File: src/rtl/adpll_ref_monitor_if.sv
// Phase-error stream from the ADPLL core into the reference/lock monitor.
//   error_data  : signed phase error, ERR_WIDTH bits
//   error_valid : one-cycle strobe qualifying error_data
// master = ADPLL core side (drives), slave = monitor side (receives).
interface adpll_ref_monitor_if #(
    parameter int unsigned ERR_WIDTH = 8
);
    logic [ERR_WIDTH-1:0] error_data;
    logic                 error_valid;

    modport master (output error_data, output error_valid);
    modport slave  (input  error_data, input  error_valid);
endinterface

File: src/rtl/adpll_ref_monitor.sv
// Reference source select and lock monitor for ADPLL test tops.
// Picks the ADPLL reference from an internal phase-accumulator oscillator or
// one of N_EXT synchronised external inputs, counts gen_clk edges per
// reference window, runs a lock detector on the phase error, tracks the peak
// |error| and builds a byte for the display path.
// Optional macro REF_GLITCH_FILTER_EN: 3-sample majority filter on each
// synchronised external reference (adds 2 cycles of latency).
// Ports:
//   fpga_clk_i, rst_pbn_i       : clock, synchronous active-low reset
//   enable_i                    : monitor / lock-detect enable
//   k_val_i                     : internal oscillator increment
//   src_sel_i                   : 0 internal, 1..N_EXT external, else internal
//   ext_ref_i, gen_clk_i        : asynchronous reference / generated clock
//   err_if (slave)              : phase error + valid strobe
//   clear_i                     : clears the peak statistic
//   disp_sel_i                  : display byte source select
//   ref_clk_o, ref_edge_o       : selected reference, its rising-edge pulse
//   locked_o, state_o           : lock status
//   err_peak_o                  : max |error| since clear
//   gen_count_o, count_valid_o  : gen edges in last window, update pulse
//   disp_o                      : display byte
module adpll_ref_monitor #(
    parameter int unsigned ACCUM_WIDTH = 12,
    parameter int unsigned N_EXT       = 2,
    parameter int unsigned ERR_WIDTH   = 8,
    parameter int unsigned LOCK_THRESH = 4,
    parameter int unsigned LOCK_COUNT  = 64,
    parameter int unsigned WIN_LOG2    = 4,
    parameter int unsigned CNT_WIDTH   = 16
) (
    input  logic                   fpga_clk_i,
    input  logic                   rst_pbn_i,
    input  logic                   enable_i,
    input  logic [ACCUM_WIDTH-1:0] k_val_i,
    input  logic [2:0]             src_sel_i,
    input  logic [N_EXT-1:0]       ext_ref_i,
    input  logic                   gen_clk_i,
    adpll_ref_monitor_if.slave     err_if,
    input  logic                   clear_i,
    input  logic [1:0]             disp_sel_i,
    output logic                   ref_clk_o,
    output logic                   ref_edge_o,
    output logic                   locked_o,
    output logic [1:0]             state_o,
    output logic [ERR_WIDTH-1:0]   err_peak_o,
    output logic [CNT_WIDTH-1:0]   gen_count_o,
    output logic                   count_valid_o,
    output logic [7:0]             disp_o
);
    localparam int unsigned GOOD_W = $clog2(LOCK_COUNT + 1);
    localparam logic [ERR_WIDTH-1:0] THR_GOOD = ERR_WIDTH'(LOCK_THRESH);
    localparam logic [ERR_WIDTH-1:0] THR_BAD  = ERR_WIDTH'(2 * LOCK_THRESH);
    localparam logic [ERR_WIDTH-1:0] ERR_MIN  = {1'b1, {(ERR_WIDTH-1){1'b0}}};
    localparam logic [ERR_WIDTH-1:0] ERR_MAX  = {1'b0, {(ERR_WIDTH-1){1'b1}}};

    typedef enum logic [1:0] {
        ST_UNLOCKED = 2'd0,
        ST_ACQUIRE  = 2'd1,
        ST_LOCKED   = 2'd2,
        ST_UNUSED   = 2'd3
    } state_t;

    logic [ACCUM_WIDTH-1:0] r_acc;
    logic [N_EXT-1:0]       r_ext_s1, r_ext_s2;
    logic                   r_gen_s1, r_gen_s2, r_gen_s3;
    logic [N_EXT-1:0]       w_ext_src;
    logic                   w_sel_ref;
    logic                   w_gen_edge;
    logic [2:0]             r_src_sel;
    logic                   w_src_chg;
    logic [WIN_LOG2-1:0]    r_win_cnt;
    logic [CNT_WIDTH-1:0]   r_gen_cnt;
    logic [ERR_WIDTH-1:0]   w_err, w_abs, r_last_err;
    state_t                 r_state, w_state_nxt;
    logic [GOOD_W-1:0]      r_good_cnt, w_good_nxt;
    logic [1:0]             r_bad_cnt, w_bad_nxt;
    logic [7:0]             w_disp_nxt;

    // Phase accumulator and input synchronisers
    always_ff @(posedge fpga_clk_i) begin
        if (!rst_pbn_i) begin
            r_acc     <= '0;
            r_ext_s1  <= '0;
            r_ext_s2  <= '0;
            r_gen_s1  <= 1'b0;
            r_gen_s2  <= 1'b0;
            r_gen_s3  <= 1'b0;
            r_src_sel <= '0;
        end else begin
            r_acc     <= r_acc + k_val_i;
            r_ext_s1  <= ext_ref_i;
            r_ext_s2  <= r_ext_s1;
            r_gen_s1  <= gen_clk_i;
            r_gen_s2  <= r_gen_s1;
            r_gen_s3  <= r_gen_s2;
            r_src_sel <= src_sel_i;
        end
    end

`ifdef REF_GLITCH_FILTER_EN
    // Majority of the last three synchronised samples drops 1-cycle glitches
    logic [N_EXT-1:0] r_ext_h1, r_ext_h2, r_ext_filt;
    always_ff @(posedge fpga_clk_i) begin
        if (!rst_pbn_i) begin
            r_ext_h1   <= '0;
            r_ext_h2   <= '0;
            r_ext_filt <= '0;
        end else begin
            r_ext_h1   <= r_ext_s2;
            r_ext_h2   <= r_ext_h1;
            r_ext_filt <= (r_ext_s2 & r_ext_h1) | (r_ext_s2 & r_ext_h2) | (r_ext_h1 & r_ext_h2);
        end
    end
    assign w_ext_src = r_ext_filt;
`else
    assign w_ext_src = r_ext_s2;
`endif

    assign w_gen_edge = r_gen_s2 & ~r_gen_s3;
    assign w_src_chg  = enable_i && (src_sel_i != r_src_sel);
    assign w_err      = err_if.error_data;

    // Reference mux; out-of-range selects fall back to the internal oscillator
    always_comb begin
        w_sel_ref = r_acc[ACCUM_WIDTH-1];
        for (int i = 0; i < int'(N_EXT); i++) begin
            if (src_sel_i == 3'(i + 1)) w_sel_ref = w_ext_src[i];
        end
    end

    // Saturating |error|: the most-negative code maps to the largest positive
    always_comb begin
        if (w_err == ERR_MIN)             w_abs = ERR_MAX;
        else if (w_err[ERR_WIDTH-1])      w_abs = ~w_err + ERR_WIDTH'(1);
        else                              w_abs = w_err;
    end

    // Reference output, edge pulse and gen-edge window counter
    always_ff @(posedge fpga_clk_i) begin
        if (!rst_pbn_i) begin
            ref_clk_o     <= 1'b0;
            ref_edge_o    <= 1'b0;
            r_win_cnt     <= '0;
            r_gen_cnt     <= '0;
            gen_count_o   <= '0;
            count_valid_o <= 1'b0;
        end else begin
            ref_clk_o     <= w_sel_ref;
            ref_edge_o    <= w_sel_ref & ~ref_clk_o;
            count_valid_o <= 1'b0;
            if (w_src_chg) begin
                r_win_cnt <= '0;
                r_gen_cnt <= '0;
            end else if (ref_edge_o && (r_win_cnt == '1)) begin
                gen_count_o   <= r_gen_cnt;
                count_valid_o <= 1'b1;
                r_win_cnt     <= '0;
                // A gen edge on the closing ref edge belongs to the new window
                r_gen_cnt     <= w_gen_edge ? CNT_WIDTH'(1) : '0;
            end else begin
                if (ref_edge_o) r_win_cnt <= r_win_cnt + WIN_LOG2'(1);
                if (w_gen_edge && (r_gen_cnt != '1)) r_gen_cnt <= r_gen_cnt + CNT_WIDTH'(1);
            end
        end
    end

    // Lock FSM next state
    always_comb begin
        w_state_nxt = r_state;
        w_good_nxt  = r_good_cnt;
        w_bad_nxt   = r_bad_cnt;
        if (!enable_i) begin
            w_state_nxt = ST_UNLOCKED;
            w_good_nxt  = '0;
            w_bad_nxt   = '0;
        end else if (w_src_chg) begin
            w_state_nxt = ST_ACQUIRE;
            w_good_nxt  = '0;
            w_bad_nxt   = '0;
        end else begin
            case (r_state)
                ST_UNLOCKED: begin
                    w_state_nxt = ST_ACQUIRE;
                    w_good_nxt  = '0;
                    w_bad_nxt   = '0;
                end
                ST_ACQUIRE: begin
                    if (err_if.error_valid) begin
                        if (w_abs <= THR_GOOD) begin
                            if (r_good_cnt == GOOD_W'(LOCK_COUNT - 1)) begin
                                w_state_nxt = ST_LOCKED;
                                w_good_nxt  = '0;
                                w_bad_nxt   = '0;
                            end else begin
                                w_good_nxt = r_good_cnt + GOOD_W'(1);
                            end
                        end else begin
                            w_good_nxt = '0;
                        end
                    end
                end
                ST_LOCKED: begin
                    if (err_if.error_valid) begin
                        if (w_abs > THR_BAD) begin
                            if (r_bad_cnt == 2'd3) begin
                                w_state_nxt = ST_ACQUIRE;
                                w_good_nxt  = '0;
                                w_bad_nxt   = '0;
                            end else begin
                                w_bad_nxt = r_bad_cnt + 2'd1;
                            end
                        end else begin
                            w_bad_nxt = '0;
                        end
                    end
                end
                default: begin
                    w_state_nxt = ST_UNLOCKED;
                    w_good_nxt  = '0;
                    w_bad_nxt   = '0;
                end
            endcase
        end
    end

    // Lock FSM state, peak statistic and last error
    always_ff @(posedge fpga_clk_i) begin
        if (!rst_pbn_i) begin
            r_state    <= ST_UNLOCKED;
            r_good_cnt <= '0;
            r_bad_cnt  <= '0;
            locked_o   <= 1'b0;
            err_peak_o <= '0;
            r_last_err <= '0;
        end else begin
            r_state    <= w_state_nxt;
            r_good_cnt <= w_good_nxt;
            r_bad_cnt  <= w_bad_nxt;
            locked_o   <= (w_state_nxt == ST_LOCKED);
            if (err_if.error_valid) r_last_err <= w_err;
            if (clear_i || w_src_chg)                          err_peak_o <= '0;
            else if (err_if.error_valid && (w_abs > err_peak_o)) err_peak_o <= w_abs;
        end
    end

    assign state_o = r_state;

    // Display byte select
    always_comb begin
        w_disp_nxt = 8'h00;
        case (disp_sel_i)
            2'd0:    w_disp_nxt = 8'($signed(r_last_err));
            2'd1:    w_disp_nxt = 8'(err_peak_o);
            2'd2:    w_disp_nxt = 8'(gen_count_o);
            default: w_disp_nxt = {4'b0000, locked_o, enable_i, state_o};
        endcase
    end

    always_ff @(posedge fpga_clk_i) begin
        if (!rst_pbn_i) disp_o <= 8'h00;
        else            disp_o <= w_disp_nxt;
    end
endmodule

File: src/flat_wrapper.sv
// flat-port wrapper written by rule: the top's interface ports become plain ports
module adpll_ref_monitor_flat 
#(
    parameter int unsigned ACCUM_WIDTH = 12,
    parameter int unsigned N_EXT       = 2,
    parameter int unsigned ERR_WIDTH   = 8,
    parameter int unsigned LOCK_THRESH = 4,
    parameter int unsigned LOCK_COUNT  = 64,
    parameter int unsigned WIN_LOG2    = 4,
    parameter int unsigned CNT_WIDTH   = 16
)
  (fpga_clk_i, rst_pbn_i, enable_i, k_val_i, src_sel_i, ext_ref_i, gen_clk_i, clear_i, disp_sel_i, ref_clk_o, ref_edge_o, locked_o, state_o, err_peak_o, gen_count_o, count_valid_o, disp_o, err_if_error_data, err_if_error_valid);
  adpll_ref_monitor_if #(.ERR_WIDTH(ERR_WIDTH)) err_if_i ();
  input  logic fpga_clk_i;
  input  logic rst_pbn_i;
  input  logic enable_i;
  input  logic [ACCUM_WIDTH-1:0] k_val_i;
  input  logic [2:0] src_sel_i;
  input  logic [N_EXT-1:0] ext_ref_i;
  input  logic gen_clk_i;
  input  logic clear_i;
  input  logic [1:0] disp_sel_i;
  output logic ref_clk_o;
  output logic ref_edge_o;
  output logic locked_o;
  output logic [1:0] state_o;
  output logic [ERR_WIDTH-1:0] err_peak_o;
  output logic [CNT_WIDTH-1:0] gen_count_o;
  output logic count_valid_o;
  output logic [7:0] disp_o;
  input wire logic [$bits(err_if_i.error_data)-1:0] err_if_error_data;
  input wire logic [$bits(err_if_i.error_valid)-1:0] err_if_error_valid;
  assign err_if_i.error_data = err_if_error_data;
  assign err_if_i.error_valid = err_if_error_valid;
  adpll_ref_monitor #(.ACCUM_WIDTH(ACCUM_WIDTH), .N_EXT(N_EXT), .ERR_WIDTH(ERR_WIDTH), .LOCK_THRESH(LOCK_THRESH), .LOCK_COUNT(LOCK_COUNT), .WIN_LOG2(WIN_LOG2), .CNT_WIDTH(CNT_WIDTH)) u_core (.fpga_clk_i(fpga_clk_i), .rst_pbn_i(rst_pbn_i), .enable_i(enable_i), .k_val_i(k_val_i), .src_sel_i(src_sel_i), .ext_ref_i(ext_ref_i), .gen_clk_i(gen_clk_i), .err_if(err_if_i), .clear_i(clear_i), .disp_sel_i(disp_sel_i), .ref_clk_o(ref_clk_o), .ref_edge_o(ref_edge_o), .locked_o(locked_o), .state_o(state_o), .err_peak_o(err_peak_o), .gen_count_o(gen_count_o), .count_valid_o(count_valid_o), .disp_o(disp_o));
endmodule
File: config.mk
export PLATFORM = sky130hd
export DESIGN_NAME = adpll_ref_monitor_flat
export DESIGN_NICKNAME = d
export VERILOG_FILES = /design/src/rtl/adpll_ref_monitor_if.sv /design/src/rtl/adpll_ref_monitor.sv /design/src/flat_wrapper.sv
export SDC_FILE = /design/constraint.sdc
export NUM_CORES = 1
export LEC_CHECK = 0
export ABC_AREA = 1
export CORE_MARGIN = 5
export CORE_UTILIZATION = 45
export CTS_CLUSTER_SIZE = 20
export DETAILED_ROUTE_END_ITERATION = 16
export PLACE_DENSITY = 0.68
export SLEW_MARGIN = 25
export SYNTH_ARGS = -nofsm -noshare
export SYNTH_HDL_FRONTEND = slang
export SYNTH_SLANG_ARGS = --single-unit
File: constraint.sdc
create_clock -name fpga_clk_i -period 5.2 [get_ports fpga_clk_i]
set_input_delay 0.52 -clock fpga_clk_i [delete_from_list [all_inputs] [get_ports fpga_clk_i]]
set_output_delay 0.52 -clock fpga_clk_i [all_outputs]
set_load 0.03 [all_outputs]
==> impl_metrics.env <==
export IMPL_r2r_end="u_core.r_acc[8]"
export IMPL_place_congestion=0.919
export IMPL_synth_cells=675
export IMPL_antenna_left=0
export IMPL_setup_viol=0
export IMPL_nets=802
export IMPL_io_pins=71
export IMPL_synthMostInstantiatedCell="nand2_1"
export IMPL_cts_sinks=97
export IMPL_critPathMaxFanout=16
export IMPL_p_total_mw=1.61
export IMPL_yosys_area_share_simple_pct=26.5
export IMPL_grt_ovfl_total=0
export IMPL_cp_slowest_stage_delay_ns=0.57
export IMPL_post_route_period_util_pct=61.2
export IMPL_htree_levels=3
export IMPL_fp_dieH_um=114
export IMPL_synth_edf_count=0
export IMPL_path_cells="clkdlybuf4s50_1, inv_1, ha_1, nand2_1, nor2_2, a2111oi_1, ha_1, nand4_1, nor2_1, a31oi_1, nand2_1, nand2_1, o21ai_0, and2_1"
export IMPL_status="completed"
export IMPL_ir_worst_vdd_v=0.000160
export IMPL_reg2reg_from="u_core.r_acc[0]"
export IMPL_p_int_mw=1.14
export IMPL_start_util_pct=45.5
export IMPL_final_hold_violation_count=0
export IMPL_crit_path_end_kind="flip-flop"
export IMPL_ys_warn_count=0
export IMPL_relSlewSlack_pct=56.0
export IMPL_drive_gt1_share_pct=5.87
export IMPL_hpwl_mm=8.67
export IMPL_fin_skew_ns=0.00450
export IMPL_yosysSeqAreaShare_pct=39.9
export IMPL_worstHoldPathType="flip-flop to flip-flop"
export IMPL_area_growth_synth_to_final_pct=21.1
export IMPL_cp_required_ns=5.45
export IMPL_grt_pass1_vias=4271
export IMPL_startpoint_type="input pin"
export IMPL_ys_async_sr_fraction_pct=0
export IMPL_cts_resized=0
export IMPL_synth_area_leader_cell="dfxtp_1"
export IMPL_avgSynthCellArea_um2=7.21
export IMPL_synthFlopType="dfxtp_1"
export IMPL_grt_pass1_wl_mm=19.2
export IMPL_hold_path_startpoint="u_core.r_gen_s1"
export IMPL_cts_hold_buf=0
export IMPL_synth_area_leaders="dfxtp_1, nand2_1, inv_1"
export IMPL_maxCapViolations=0
export IMPL_drt_iter0_drc=268
export IMPL_rows=38
export IMPL_root_buffer="clkbuf_8"
export IMPL_tns_ns=0
export IMPL_syn_nets=733
export IMPL_setup_ws_ns=2.02
export IMPL_crit_slowest_cell="a2111oi_1"
export IMPL_vias=4418
export IMPL_synth_top_family_by_area="simple AND/OR/NAND/NOR gates"
export IMPL_cts_buffers=9
export IMPL_vias_per_cell=4.97
export IMPL_core_area_um2=10700
export IMPL_slew_violations=0
export IMPL_synthTopCellsByCount="nand2_1, dfxtp_1, inv_1, nor2_1, a21oi_1"
export IMPL_cts_tree="yes"
export IMPL_hold_end="u_core.r_gen_s2"
export IMPL_seqPwrFrac_pct=49.8
export IMPL_synth_fa_ha_area_share_pct=6.59
export IMPL_max_freq_mhz=314
export IMPL_leakage_nw=2.56
export IMPL_crit_type="input pin to flip-flop"
export IMPL_sw_frac_of_total_pct=28.9
export IMPL_antenna_found_initial=0
export IMPL_first_pass_iters=4
export IMPL_clkPwrFrac_pct=30.2
export IMPL_period_needed_ns=3.18
export IMPL_synth_cell_types=43
export IMPL_ff2ff_path_depth=12
export IMPL_synth_top_area_share_pct=39.9
export IMPL_rrSetupSlack_ns=3.19
export IMPL_clk_latency_ns=0.35
export IMPL_postCtsSetupRepairBufs=0
export IMPL_p_comb_share_pct=20.0
export IMPL_synth_xor_area_share_pct=1.80
export IMPL_yosys_register_bits=97
export IMPL_syn_area_um2=4860
export IMPL_grt_max_degree=55
export IMPL_synth_compound_area_share_pct=16.2
export IMPL_power_density_nw_per_um2=273
export IMPL_rsz0062_at_grt="false"
export IMPL_holdPathStages=2
export IMPL_portBuffers=70
export IMPL_die_x_um=114
export IMPL_antennaDiodeCount=0
export IMPL_grt_util_all_layers_pct=17.6
export IMPL_switchingPower_uw=465
export IMPL_wire_per_inst_um=12.6
export IMPL_tightest_slew_ns=0.657
export IMPL_cts_buffer_depth=2
export IMPL_die_area_um2=13000
export IMPL_cpMostUsedCell="nand2_1"
export IMPL_drt_wl_total_mm=11.2
export IMPL_worst_ep_arrival_time_ns=3.44
export IMPL_post_place_ws_ns=1.67
export IMPL_drc=0
export IMPL_clkTransAtPathRegs_ns=0.09
export IMPL_muxShareOfSynthArea_pct=0.206
==> worst max-delay path by stage <==
stage                                    start                   end  cells past startpoint
after global placement    err_if_error_data[0]  u_core.err_peak_o[0]                     14
after CTS                 err_if_error_data[0]  u_core.err_peak_o[0]                     14
after global routing      err_if_error_data[0]  u_core.err_peak_o[6]                     13
after floorplan           err_if_error_data[0]  u_core.err_peak_o[5]                     12
final                     err_if_error_data[0]  u_core.err_peak_o[0]                     14
after detailed placement  err_if_error_data[0]  u_core.err_peak_o[0]                     14
==> critical path, delay by kind of cell <==
kind                     cells  cell delay (ns)
AO/OA/AOI/OAI                3             0.77
buffers and inverters        2             0.62
adder cells (fa/ha/maj)      2             0.64
AND/OR/NAND/NOR              7             0.87
==> state kept, by name, indices dropped and copies added (netlist names), 3 cells and up <==
| register | count |
|---|---|
| u_core.gen_count_o | 16 |
| u_core.r_gen_cnt | 16 |
| u_core.r_acc | 12 |
| u_core.disp_o | 8 |
| u_core.err_peak_o | 8 |
| u_core.r_last_err | 8 |
| u_core.r_good_cnt | 7 |
| u_core.r_win_cnt | 4 |
| u_core.r_src_sel | 3 |
==> final cells by class <==
type	instances	area, um2
Fill cell	1037	4810
Multi-Input combinational cell	467	2500
Sequential cell	97	1940
Timing Repair Buffer	72	716
Inverter	97	364
Tap cell	140	175
Clock buffer	11	141
Clock inverter	5	55.1
==> kinds of logic (layout without fill, tap and decap cells) <==
family | count (synthesis) | count (layout)
AOI/OAI and AO/OA | 142 | 142
xor gates and xnor gates | 10 | 10
adders and majority gates | 25 | 25
buffers and inverters | 111 | 185
DFF | 97 | 97
muxes | 1 | 1
and+or+nand+nor | 289 | 289
==> through the flow <==
stage               hold WS, ns  area, um2  utilization [%]  cells
floorplan                 0.390       4860                -    675
global placement          0.393       5690             53.2    873
detailed placement        0.402       5700             53.2    873
CTS                       0.423       5890             55.1    889
global route              0.450       5890             55.1    889
finish                    0.421       5890             55.1    889
==> cell usage in the layout, fill, tap and decap left out, types with 3 or more instances in the layout <==
master / synthesis / final
nand2_1: 129 / 129
nand3_2: 3 / 3
nand2_2: 7 / 7
dfxtp_1: 97 / 97
a21oi_1: 61 / 61
clkdlybuf4s50_1: 0 / 70
nand4_1: 4 / 4
xor2_1: 7 / 7
xnor2_1: 3 / 3
ha_1: 24 / 24
nor2_2: 6 / 6
inv_1: 95 / 95
nand3_1: 28 / 28
nor2_1: 85 / 85
o211ai_1: 7 / 7
o21ai_0: 52 / 52
o2111ai_1: 6 / 6
a31oi_1: 3 / 3
nor3_1: 13 / 12
clkbuf_8: 0 / 10
==> power groups by stage <==
stage / logic, mW / clock network (mW) / registers, mW
floorplan: 0.212 / 0 / 0.830
global placement: 0.313 / 0 / 0.817
detailed placement: 0.320 / 0 / 0.819
CTS: 0.322 / 0.507 / 0.801
global route: 0.366 / 0.534 / 0.805
finish: 0.322 / 0.487 / 0.801
==> metal layers <==
layer	share of wire, %	wire, um	global-route usage [%]	up-vias
met3	5.6	624	4.35	6
li1	-	-	-	2338
met4	0.54	61	4.99	0
met1	48	5360	23.3	1987
met5	0	0	0	-
met2	46	5190	28.7	87
No activity file was read; power rests on OpenSTA's default activity.
==> RTL edit, RTL diff (same flow settings) <==
Build with the macro `REF_GLITCH_FILTER_EN` defined.
--- a/src/rtl/adpll_ref_monitor.sv
+++ b/src/rtl/adpll_ref_monitor.sv
@@ -20,4 +20,6 @@
 //   gen_count_o, count_valid_o  : gen edges in last window, update pulse
 //   disp_o                      : display byte
+`define REF_GLITCH_FILTER_EN
+
 module adpll_ref_monitor #(
     parameter int unsigned ACCUM_WIDTH = 12,
Formal check against the unedited RTL: not equivalent (a bounded check fails within 4 cycles, from zero or initial values and one cycle with rst_pbn_i low).
==> RTL edit against the original RTL <==
- clock power shrank 1%
- worst hold slack gained 0.0055 ns
- setup slack gained 0.25 ns
- non-clock buffer count is 1 lower
- combinational power down 2%
- final area increased by 2.1%
- final cell count grew 2.1%
- routed wire length up 5.7%
- synthesized area up 3.0%
- utilization is 0.16 points higher
- total power rose by 2.4%
- sequential cell count rose by 6
==> RTL edit: results (changes against the original RTL) <==
* Drt first pass iters at 5 (was 4)
* Avg WL per Cell at 13.1 um (was 12.6 um)
* M1 GR Usage at 23.2% (was 23.3%)
* Routed met3 length at 529 um (was 624 um)
* Clock buffer count at 9 (was 11)
* Sequential fraction of the synthesis area at 41.2% (was 39.9%)
* GPL Wtd Cong at 0.897 (was 0.919)
* Worst IR Drop VDD at 181 uV (was 160 uV)
* Final nets at 821 (was 802)
* WP data arrival at 3.18 ns (was 3.44 ns)
* Clk tree area frac at 3.08% (was 3.33%)
* Seq_cells at 103 (was 97)
* Final non-clock buffer share at 11.7% (was 12.1%)
* CP max-delay cell: clkdlybuf4s50_1 (was a2111oi_1)
* DRT iter0 DRCs at 288 (was 268)
* Non-clock buffers at 71 (was 72)
* Max_slew headroom at 46.9% (was 56.0%)
* FILL cells at 1,027 (was 1,037)
* CP peak stage delay at 0.75 ns (was 0.57 ns)
* DP Cell Count at 892 (was 873)
* Clock transition at the registers of the reported paths at 0.11 ns (was 0.09 ns)
* Multi-input combinational area share at 41.0% (was 42.4%)
* Pre-CTS setup slack at 1.95 ns (was 1.67 ns)
* Outcome: finished, final reports clean (unchanged)
* GR Util met3 at 3.34% (was 4.35%)
* Largest net degree at the start of global routing at 62 (was 55)
* Multi-In Gates at 465 (was 467)
* Area after DPL at 5830 sq um (was 5700 sq um)
* Synth area leaders: dfxtp_1 41%, nand2_1 10%, inv_1 7.8% (was dfxtp_1 40%, nand2_1 10%, inv_1 7.3%)
* Count of non-CTS inverters in the layout at 113 (was 97)
* Met2 WL at 5.84 mm (was 5.19 mm)
* Synth Area per Inst at 7.22 sq um (was 7.21 sq um)
* Top post-synthesis cells by count: 137 x nand2_1, 104 x inv_1, 103 x dfxtp_1 (was 129 x nand2_1, 97 x dfxtp_1, 95 x inv_1)
* Fraction of area in registers at 34.3% (was 33.0%)
* Leak at 2.59 nW (was 2.56 nW)
* Reg2Reg Depth at 7 (was 12)
* Routed vias at 4,581 (was 4,418)
* Number of global-route vias before repair at 4,439 (was 4,271)
* Share of layout cells above drive strength 1 at 6.12% (was 5.87%)
* DP HPWL at 9.16 mm (was 8.67 mm)
* Drt total wl at 11.9 mm (was 11.2 mm)
* Distinct cells, synth at 42 (was 43)
* All-Layer GR Usage at 18.3% (was 17.6%)
* First-pass GRT wire length at 19.9 mm (was 19.2 mm)
* Metal-1 WL at 5.43 mm (was 5.36 mm)
-- RTL edit: report_power, final --
group	leakage [nW]	internal, mW	switching [mW]
registers	0.839	0.830	0.0191
logic	1.65	0.125	0.192
clock network	0.0940	0.185	0.298
total	2.59	1.14	0.509
-- RTL edit: path summary, 6_finish.rpt --
path	from	end	slack [ns]
max	err_if_error_data[7]	u_core.err_peak_o[2]	2.26
min	u_core.r_ext_s1[0]	u_core.r_ext_s2[0]	0.43
max reg2reg	u_core.r_src_sel[2]	u_core.r_gen_cnt[8]	2.88
min reg2reg	u_core.r_ext_s1[0]	u_core.r_ext_s2[0]	0.43
-- RTL edit: kinds of logic (layout without fill, tap and decap cells) --
group,after synthesis,after routing,synth area share [%]
multiplexers,1,1,0.200
AO/OA/AOI/OAI,158,158,17.1
adder cells (fa/ha/maj),25,25,6.40
buffers and inverters,126,200,9.62
flip-flops,103,103,41.2
XOR/XNOR,10,10,1.75
AND/OR/NAND/NOR,271,271,23.8
